[config.mk]
export PLATFORM = sky130hd
export DESIGN_NAME = alu_seq_flat
export DESIGN_NICKNAME = d
export VERILOG_FILES = /design/src/rtl/alu_seq_if.sv /design/src/rtl/alu_seq.sv /design/src/flat_wrapper.sv
export SDC_FILE = /design/constraint.sdc
export NUM_CORES = 1
export LEC_CHECK = 0
export BUFFER_PORTS_ARGS = -buffer_cell sky130_fd_sc_hd__buf_2
export CORE_ASPECT_RATIO = 1.75
export CORE_UTILIZATION = 66
export DETAILED_ROUTE_END_ITERATION = 8
export PLACE_DENSITY = 0.95
export SETUP_SLACK_MARGIN = 0.1
export SYNTH_ARGS = -nofsm -noshare
export SYNTH_HDL_FRONTEND = slang
export SYNTH_SLANG_ARGS = --single-unit
[constraint.sdc]
create_clock -name clk -period 7.01 [get_ports clk]
set_input_delay 1.402 -clock clk [delete_from_list [all_inputs] [get_ports clk]]
set_output_delay 1.402 -clock clk [all_outputs]
set_load 0.02 [all_outputs]
[src/rtl/alu_seq_if.sv]
// Handshake and result bus between the register-read stage, alu_seq and writeback.
// master = upstream/downstream side; slave = alu_seq.
interface alu_seq_if #(
  parameter int WIDTH = 32
);
  logic             in_valid;
  logic             in_ready;
  logic [WIDTH-1:0] a;
  logic [WIDTH-1:0] b;
  logic [2:0]       operation;
  logic             out_valid;
  logic             out_ready;
  logic [WIDTH-1:0] result;
  logic [WIDTH-1:0] result_hi;
  logic             zero;
  logic             ovf;

  modport master (
    output in_valid, a, b, operation, out_ready,
    input  in_ready, out_valid, result, result_hi, zero, ovf
  );

  modport slave (
    input  in_valid, a, b, operation, out_ready,
    output in_ready, out_valid, result, result_hi, zero, ovf
  );
endinterface

[src/rtl/alu_seq.sv]
// Multi-cycle ALU: single-cycle logic/arith/compare, iterative shift-add multiply and,
// when ALU_SEQ_DIV_EN is defined, iterative restoring divide.
module alu_seq #(
  parameter int WIDTH = 32
) (
  input  logic       clk,
  input  logic       rst_n,
  alu_seq_if.slave   bus
);

  localparam int CNT_W = $clog2(WIDTH) + 1;
  localparam logic [CNT_W-1:0] CNT_LAST = CNT_W'(WIDTH - 1);

  localparam logic [2:0] OP_AND  = 3'b000;
  localparam logic [2:0] OP_OR   = 3'b001;
  localparam logic [2:0] OP_ADD  = 3'b010;
  localparam logic [2:0] OP_MUL  = 3'b011;
  localparam logic [2:0] OP_DIV  = 3'b100;
  localparam logic [2:0] OP_SLTU = 3'b101;
  localparam logic [2:0] OP_SUB  = 3'b110;
  localparam logic [2:0] OP_SLT  = 3'b111;

  typedef enum logic [1:0] {S_IDLE, S_MUL, S_DIV, S_DONE} state_t;

  state_t           state_q, state_d;
  logic [CNT_W-1:0] cnt_q, cnt_d;
  logic [WIDTH-1:0] opnd_q, opnd_d;
  logic [WIDTH-1:0] res_q, res_d;
  logic [WIDTH-1:0] hi_q, hi_d;
  logic             zero_q, zero_d;
  logic             ovf_q, ovf_d;
  logic             in_ready_q, out_valid_q;

  // Two's-complement overflow: like-signed operands giving an opposite-signed result.
  function automatic logic add_ovf(input logic sa, input logic sb, input logic sr);
    return (sa == sb) && (sr != sa);
  endfunction

  logic signed [WIDTH-1:0] a_s, b_s;
  logic        [WIDTH-1:0] add_w, sub_w;
  logic        [WIDTH:0]   mul_sum;

  assign a_s   = bus.a;
  assign b_s   = bus.b;
  assign add_w = bus.a + bus.b;
  assign sub_w = bus.a - bus.b;

  // hi_q accumulates the upper product while res_q shifts the multiplier out LSB-first.
  assign mul_sum = {1'b0, hi_q} + (res_q[0] ? {1'b0, opnd_q} : '0);

`ifdef ALU_SEQ_DIV_EN
  logic [WIDTH:0]   rem_sh;
  logic [WIDTH-1:0] div_diff;
  logic             div_ge;

  // Partial remainder in hi_q, dividend shifts out of res_q MSB-first as quotient shifts in.
  assign rem_sh   = {hi_q, res_q[WIDTH-1]};
  assign div_ge   = rem_sh >= {1'b0, opnd_q};
  assign div_diff = rem_sh[WIDTH-1:0] - opnd_q;
`endif

  always_comb begin
    state_d = state_q;
    cnt_d   = cnt_q;
    opnd_d  = opnd_q;
    res_d   = res_q;
    hi_d    = hi_q;
    zero_d  = zero_q;
    ovf_d   = ovf_q;

    case (state_q)
      S_IDLE: begin
        if (bus.in_valid) begin
          state_d = S_DONE;
          cnt_d   = '0;
          hi_d    = '0;
          ovf_d   = 1'b0;
          case (bus.operation)
            OP_AND:  res_d = bus.a & bus.b;
            OP_OR:   res_d = bus.a | bus.b;
            OP_ADD: begin
              res_d = add_w;
              ovf_d = add_ovf(bus.a[WIDTH-1], bus.b[WIDTH-1], add_w[WIDTH-1]);
            end
            OP_SUB: begin
              res_d = sub_w;
              ovf_d = add_ovf(bus.a[WIDTH-1], ~bus.b[WIDTH-1], sub_w[WIDTH-1]);
            end
            OP_SLT:  res_d = {{(WIDTH-1){1'b0}}, (a_s < b_s)};
            OP_SLTU: res_d = {{(WIDTH-1){1'b0}}, (bus.a < bus.b)};
            OP_MUL: begin
              state_d = S_MUL;
              opnd_d  = bus.a;
              res_d   = bus.b;
            end
            OP_DIV: begin
`ifdef ALU_SEQ_DIV_EN
              if (bus.b == '0) begin
                res_d = '1;
                hi_d  = bus.a;
                ovf_d = 1'b1;
              end else begin
                state_d = S_DIV;
                opnd_d  = bus.b;
                res_d   = bus.a;
              end
`else
              res_d = '0;
              ovf_d = 1'b1;
`endif
            end
            default: res_d = '0;
          endcase
        end
      end
      S_MUL: begin
        hi_d  = mul_sum[WIDTH:1];
        res_d = {mul_sum[0], res_q[WIDTH-1:1]};
        if (cnt_q == CNT_LAST) begin
          cnt_d   = '0;
          state_d = S_DONE;
        end else begin
          cnt_d = cnt_q + CNT_W'(1);
        end
      end
`ifdef ALU_SEQ_DIV_EN
      S_DIV: begin
        hi_d  = div_ge ? div_diff : rem_sh[WIDTH-1:0];
        res_d = {res_q[WIDTH-2:0], div_ge};
        if (cnt_q == CNT_LAST) begin
          cnt_d   = '0;
          state_d = S_DONE;
        end else begin
          cnt_d = cnt_q + CNT_W'(1);
        end
      end
`endif
      S_DONE: begin
        if (bus.out_ready) state_d = S_IDLE;
      end
      default: state_d = S_IDLE;
    endcase

    // zero is only refreshed as a result lands, so it stays tied to the held result.
    if (state_d == S_DONE && state_q != S_DONE) zero_d = (res_d == '0);
  end

  always_ff @(posedge clk or negedge rst_n) begin
    if (!rst_n) begin
      state_q     <= S_IDLE;
      cnt_q       <= '0;
      opnd_q      <= '0;
      res_q       <= '0;
      hi_q        <= '0;
      zero_q      <= 1'b0;
      ovf_q       <= 1'b0;
      in_ready_q  <= 1'b1;
      out_valid_q <= 1'b0;
    end else begin
      state_q     <= state_d;
      cnt_q       <= cnt_d;
      opnd_q      <= opnd_d;
      res_q       <= res_d;
      hi_q        <= hi_d;
      zero_q      <= zero_d;
      ovf_q       <= ovf_d;
      in_ready_q  <= (state_d == S_IDLE);
      out_valid_q <= (state_d == S_DONE);
    end
  end

  assign bus.in_ready  = in_ready_q;
  assign bus.out_valid = out_valid_q;
  assign bus.result    = res_q;
  assign bus.result_hi = hi_q;
  assign bus.zero      = zero_q;
  assign bus.ovf       = ovf_q;

endmodule

[src/flat_wrapper.sv]
// flat-port wrapper written by rule: the top's interface ports become plain ports
module alu_seq_flat 
#(
  parameter int WIDTH = 32
)
  (clk, rst_n, bus_in_valid, bus_a, bus_b, bus_operation, bus_out_ready, bus_in_ready, bus_out_valid, bus_result, bus_result_hi, bus_zero, bus_ovf);
  alu_seq_if #(.WIDTH(WIDTH)) bus_i ();
  input  logic clk;
  input  logic rst_n;
  input wire logic [$bits(bus_i.in_valid)-1:0] bus_in_valid;
  input wire logic [$bits(bus_i.a)-1:0] bus_a;
  input wire logic [$bits(bus_i.b)-1:0] bus_b;
  input wire logic [$bits(bus_i.operation)-1:0] bus_operation;
  input wire logic [$bits(bus_i.out_ready)-1:0] bus_out_ready;
  output wire logic [$bits(bus_i.in_ready)-1:0] bus_in_ready;
  output wire logic [$bits(bus_i.out_valid)-1:0] bus_out_valid;
  output wire logic [$bits(bus_i.result)-1:0] bus_result;
  output wire logic [$bits(bus_i.result_hi)-1:0] bus_result_hi;
  output wire logic [$bits(bus_i.zero)-1:0] bus_zero;
  output wire logic [$bits(bus_i.ovf)-1:0] bus_ovf;
  assign bus_i.in_valid = bus_in_valid;
  assign bus_i.a = bus_a;
  assign bus_i.b = bus_b;
  assign bus_i.operation = bus_operation;
  assign bus_i.out_ready = bus_out_ready;
  assign bus_in_ready = bus_i.in_ready;
  assign bus_out_valid = bus_i.out_valid;
  assign bus_result = bus_i.result;
  assign bus_result_hi = bus_i.result_hi;
  assign bus_zero = bus_i.zero;
  assign bus_ovf = bus_i.ovf;
  alu_seq #(.WIDTH(WIDTH)) u_core (.clk(clk), .rst_n(rst_n), .bus(bus_i));
endmodule
## Word level (Yosys, flattened, before mapping)

Index checks and enable logic that the tools add are counted.

| cells by class | value |
|---|---|
| $add $sub $neg | 4 |
| $mul | 0 |
| divide/modulo/power cells | 0 |
| $lt $le $gt $ge | 2 |
| equality and inequality tests | 17 |
| shift-type cells | 0 |
| multiplexer cells | 15 |
| bitwise operators | 3 |
| reduce and logical (&&, ||, !) cells | 11 |

Operator list:

| operator | count |
|---|---|
| $pmux W32 S8 | 1 |
| $pmux W32 S2 | 2 |
| $mux W32 | 3 |
| $lt A32 B32 Y1 | 2 |
| $add A32 B33 Y33 | 1 |
| $add A32 B32 Y32 | 1 |
| $and A32 B32 Y32 | 1 |
| $logic_not A32 Y1 | 1 |
| $or A32 B32 Y32 | 1 |
| $sub A32 B32 Y32 | 1 |
| $eq A3 B3 Y1 const B | 4 |
| $mux W6 | 2 |
| $pmux W6 S2 | 1 |
| $mux W2 | 4 |
| $add A6 B1 Y6 const B | 1 |
| $eq A3 B2 Y1 const B | 2 |
| $eq A6 B5 Y1 const B | 1 |
| $pmux W2 S3 | 1 |
| $eq A2 B2 Y1 const B | 2 |
| $logic_not A2 Y1 | 2 |
| $ne A2 B2 Y1 const B | 2 |
| $reduce_and A2 Y1 | 2 |
| $eq A3 B1 Y1 const B | 1 |
| $logic_and A1 B1 Y1 | 3 |
| 8 further kinds | 10 |

| storage, ports and cells | value |
|---|---|
| bits in registers | 108 |
| bits in latches | 0 |
| RAM bits | 0 |
| bits in read-only memories | 0 |
| input bits | 71 |
| output and inout port bits | 68 |
| memories | 0 |

## Depth between registers and ports, before layout

| depth | value |
|---|---|
| depth in word-level cells | 6 |
| mapped depth | 15 |
| mapped depth without buffers | 14 |

## Least setup slack after synthesis

OpenSTA, ideal clock, no wires.

| path | value |
|---|---|
| kind | input-to-reg |
| start | input bus_b[11] |
| end | register u_core.zero_q, in the netlist u_core.bus.zero |
| library setup time | 0.082 ns |
| arrival | 4.111 ns |
| data required time | 6.928 ns |
| setup slack | 2.817 ns |
| cell stages on the path | 14 |
| cell sequence | inv_1 -> ha_1 -> buf_6 -> or3_4 -> nor3_4 -> a21boi_2 -> a221oi_4 -> o21a_1 -> a211oi_1 -> nor4b_1 -> or4_1 -> nor4_2 -> o2111ai_1 -> o22ai_1 |

| on the way | value |
|---|---|
| word-level cells in the longest chain between the ends | 5 |
| elaborated cells on any way between the ends | 10 |
| those cells by class | add/sub (2); order compare (2); mux (3); bitwise (2); reduce/logical (1) |

Ends and longest elaborated chain:

| what | RTL line | source |
|---|---|---|
| start: declaration | flat_wrapper.sv:12 | `input wire logic [$bits(bus_i.b)-1:0] bus_b;` |
| $sub A32 B32 Y32 (tied with other cells) | alu_seq.sv:46 | `assign sub_w = bus.a - bus.b;` |
| $pmux W32 S8 * | alu_seq.sv:78 | `case (bus.operation)` |
| $mux W32 * | alu_seq.sv:73 | `if (bus.in_valid) begin` |
| $pmux W32 S2 * | alu_seq.sv:71 | `case (state_q)` |
| $logic_not A32 Y1 * | alu_seq.sv:145 | `if (state_d == S_DONE && state_q != S_DONE) zero_d = (res_d == '0);` |
| end signal: assignment | alu_seq.sv:165 | `zero_q <= zero_d;` |
| end: declaration | alu_seq.sv:30 | `logic zero_q, zero_d;` |

Mark *: on every way between the ends. The rest lies on a longest branch, timed or not.
A chain may end at the register's enable or synchronous reset.

## Worst setup path after layout

| path | value |
|---|---|
| start | input bus_b[13] |
| end | register u_core.zero_q, in the netlist u_core.bus.zero |

| on the way | value |
|---|---|
| word-level cells in the longest chain between the ends | 5 |
| elaborated cells on any way between the ends | 10 |
| those cells by class | add/sub (2); order compare (2); mux (3); bitwise (2); reduce/logical (1) |

Ends and longest elaborated chain:

| what | RTL line | source |
|---|---|---|
| $sub A32 B32 Y32 or $add A32 B32 Y32 (tied branches) | alu_seq.sv:46, alu_seq.sv:45 |  |
| $pmux W32 S8 * | alu_seq.sv:78 |  |
| $mux W32 * | alu_seq.sv:73 |  |
| $pmux W32 S2 * | alu_seq.sv:71 |  |
| via u_core.res_d[16] | alu_seq.sv:28 | `logic [WIDTH-1:0] res_q, res_d;` |
| $logic_not A32 Y1 * | alu_seq.sv:145 |  |

Mark *: on every way through the listed nets, which the timed path passes. The rest lies on a longest branch.

==> impl_results.md <==
* Min-Delay Path Class: reg -> reg
* Vias at 13660
* Fin. Hold Viols at 0
* Met3 GRT Util at 0.1407
* GRT met2 Usage at 0.8576
* Initial antenna violation count at 3
* Clk sinks at 108
* Post-Syn Nets at 1763
* # Post-CTS Setup Buffers at 0
* GPL Wtd Cong at 1.084
* DIE AREA at 0.01880 sq mm
* Placed cell areas at 0.01277 sq mm
* Status: finished clean
* Area grow syn2layout at 8.954%
* Finished Cell Area at 0.01311 sq mm
* PortBufs at 138
* Die width at 104.1 um
* Pre-antenna DRT Iters at 8
* Routed WL at 49390 um
* Worst Max-Slew Pin Slew at 1271 ps
* F_max at 0.1832 GHz
* Asr flop ratio synth at 1.000
* Period utilization at 0.7786
* Element type at the critical path start: input port
* Htree depth at 3
* Num ports at 139
* # hold bufs at CTS at 0
* Sequential area share after synthesis at 0.2247
* Cell variety after synth at 102
* RSZ-0062 raised after global routing: no
* GRT busiest layer: met2
* Total Power at 3363 uW
* Synth Instances at 1543
* Largest net degree at the start of global routing at 82
* DRC violations left at 0
* Total CTS buffers at 9
* Resized Gates After CTS at 0
* Top cells by area, synth: dfrtp_1 (22%), ha_1 (15%), a21oi_1 (5.9%)
* Die Y at 180.6 um
* Minimum clock period at 5458 ps
* Setup Crit Path Kind: in -> reg
* Core area at 0.01797 sq mm
* Max Transition Viols Final at 0
* Dominant synthesized flop cell: dfrtp_1
* Yosys top cell area share at 0.2225
* Most frequent cells in the layout: ha_1 (146), nand2_1 (144), a21oi_1 (142)
* Critical-path cell list: buf_2, inv_1, ha_1, inv_1, a21o_1, a311o_1, a311oi_1, a2bb2oi_1, xnor2_1, o21ai_0, or3_1, nor4_1, o2111ai_1, o22ai_1
* Wire per inst at 26.48 um
* Row count at 65
* Maximum buffer depth of the clock tree at 2
* Commonest non-fill, non-tap cell in the layout: ha_1
* Endpoint class of the critical path: flop
* Mapped Area at 0.01203 sq mm
* Top fanout value on the critical path at 14
* CP Data Arrival Time at 5760 ps
* Initial Util at 0.6694
* Post-synth EDFFs at 0
* CP peak stage delay at 760 ps
* FF+latch count, synth at 108
* ANT cells at 0
* Pwr dens at 256.6 mW/mm^2
* Detailed Place HPWL at 36190 um
* Ys Warns at 0
* Peak VDD IR at 0.0002257 V
* Vias per inst at 7.325
* Total gr overflow at 0
* Setup Skew at 17.59 ps
* Worst-path clk slew at 80 ps
* First-pass GRT wire length at 75270 um
* Final setup viols at 0
* Post-synth top area cell: dfrtp_1
* Fin Setup TNS at 0 ps
* GRT Resource Usage Total at 0.5239
* Drt initial violations at 1678
* GR Util met1 at 0.5321
* CP required at 7320 ps
* Most frequent CP cell: inv_1
* Clock Root Buffer: clkbuf_16
* CTS tree: done
* Leak at 0.006439 uW
* Antenna-violating nets left at 0
* Clk_lat worst skew at 390 ps
* Share of layout cells above drive strength 1 at 0.1306
* Max Cap Violations at 0
* Slowest CP cell: a311oi_1
* Nets at 1846
* Vias in the first global route at 13670
* Syn_area_per_cell at 7.797 sq um
* Rel. slew slack at 0.1493
## critical path, delay by kind of cell
family	cells	cell delay (ps)
and+or+nand+nor	2	840
adders and majority gates	1	670
AOI/OAI and AO/OA	7	2310
xor gates and xnor gates	1	160
buffers and inverters	3	380
## registers in the layout (all words and copies together), names as in the netlist
| register | count |
|---|---|
| u_core.cnt_q | 6 |
| u_core.bus.in_ready | 1 |
| u_core.bus.ovf | 1 |
| u_core.opnd_q | 32 |
| u_core.bus.result_hi | 32 |
| u_core.bus.result | 32 |
| u_core.bus.out_valid | 1 |
| u_core.bus.zero | 1 |
| u_core.state_q | 2 |
## stage by stage
stage | setup slack [ps] | cells | hold slack [ps] | utilization
5_1_grt | 1450 | 1865 | 503.9 | 0.7293
6_report | 1552 | 1865 | 486.1 | 0.7293
2_1_floorplan | 2817 | 1543 | 438.1 | -
3_3_place_gp | 1458 | 1849 | 454.1 | 0.7108
3_5_place_dp | 1447 | 1849 | 462.3 | 0.7108
4_1_cts | 1815 | 1865 | 478.4 | 0.7293
## worst paths after layout
| path | start | end | slack (ps) | depth (start not counted) |
|---|---|---|---|---|
| hold / removal | u_core.opnd_q[26]$_DFFE_PN0P_ | u_core.opnd_q[26]$_DFFE_PN0P_ | 490 | 2 |
| setup reg to reg | u_core.bus.result[0]$_DFF_PN0_ | u_core.bus.result_hi[29]$_DFFE_PN0P_ | 2340 | 14 |
| setup / recovery | bus_b[13] | u_core.bus.zero$_DFFE_PN0P_ | 1550 | 14 |
| max in group asynchronous | rst_n | u_core.bus.result_hi[23]$_DFFE_PN0P_ | 4620 | 2 |
| min in group asynchronous | rst_n | u_core.opnd_q[9]$_DFFE_PN0P_ | 950 | 1 |
| hold reg to reg | u_core.opnd_q[26]$_DFFE_PN0P_ | u_core.opnd_q[26]$_DFFE_PN0P_ | 490 | 2 |
## Yosys cell counts (10+ instances only)
cell type  number
nand2_1       145
and2_1         43
o211ai_1       13
ha_1          146
o21bai_1       18
a221oi_1       12
nor2_1         97
xnor2_1        27
nand4_1        10
a211oi_1       15
nand3_1        25
mux2i_1        11
a21oi_1       142
dfrtp_1       107
nor4_1         13
buf_2          25
inv_1         112
clkbuf_1       41
a22oi_1        20
nand2b_1       12
o31ai_1        14
xor2_1         17
nor3_1         35
nor2b_1        16
o21ai_0       141
and3_1         10
or3_1          15
a21o_1         49
a31oi_1        25
o22ai_1        11
## power breakdown
part           total [uW]  switching (uW)  internal (uW)
logic                1710            1120            590
clock network         602             274            328
registers            1050             236            814
total                3360            1630           1730
## area by class of cell
| type | count | area, sq um |
|---|---|---|
| clock inverter | 6 | 95.09 |
| multi-input combinational | 1239 | 8544 |
| inverter | 116 | 435.4 |
| clock buffer | 10 | 239.0 |
| tap | 234 | 292.8 |
| sequential | 108 | 2704 |
| timing repair buffer | 152 | 798.3 |
| fill | 1413 | 4865 |
## layer usage
layer | routed length (um) | up-vias | share of wire
met1 | 15840 | 6359 | 0.32
met4 | 5399 | 2 | 0.11
met5 | 17 | - | 0.00034
met2 | 23110 | 1129 | 0.47
met3 | 5016 | 401 | 0.10
li1 | - | 5770 | -
## kinds of logic (layout without fill, tap and decap cells)
| family | Yosys count | count (layout) | synth area share |
|---|---|---|---|
| buffers and inverters | 196 | 284 | 0.06687 |
| muxes | 13 | 13 | 0.01102 |
| AOI/OAI and AO/OA | 572 | 572 | 0.3147 |
| xor gates and xnor gates | 44 | 44 | 0.03203 |
| adders and majority gates | 149 | 149 | 0.1568 |
| and+or+nand+nor | 461 | 461 | 0.1938 |
| DFF | 108 | 108 | 0.2247 |
(Power assumes the default switching activity.)
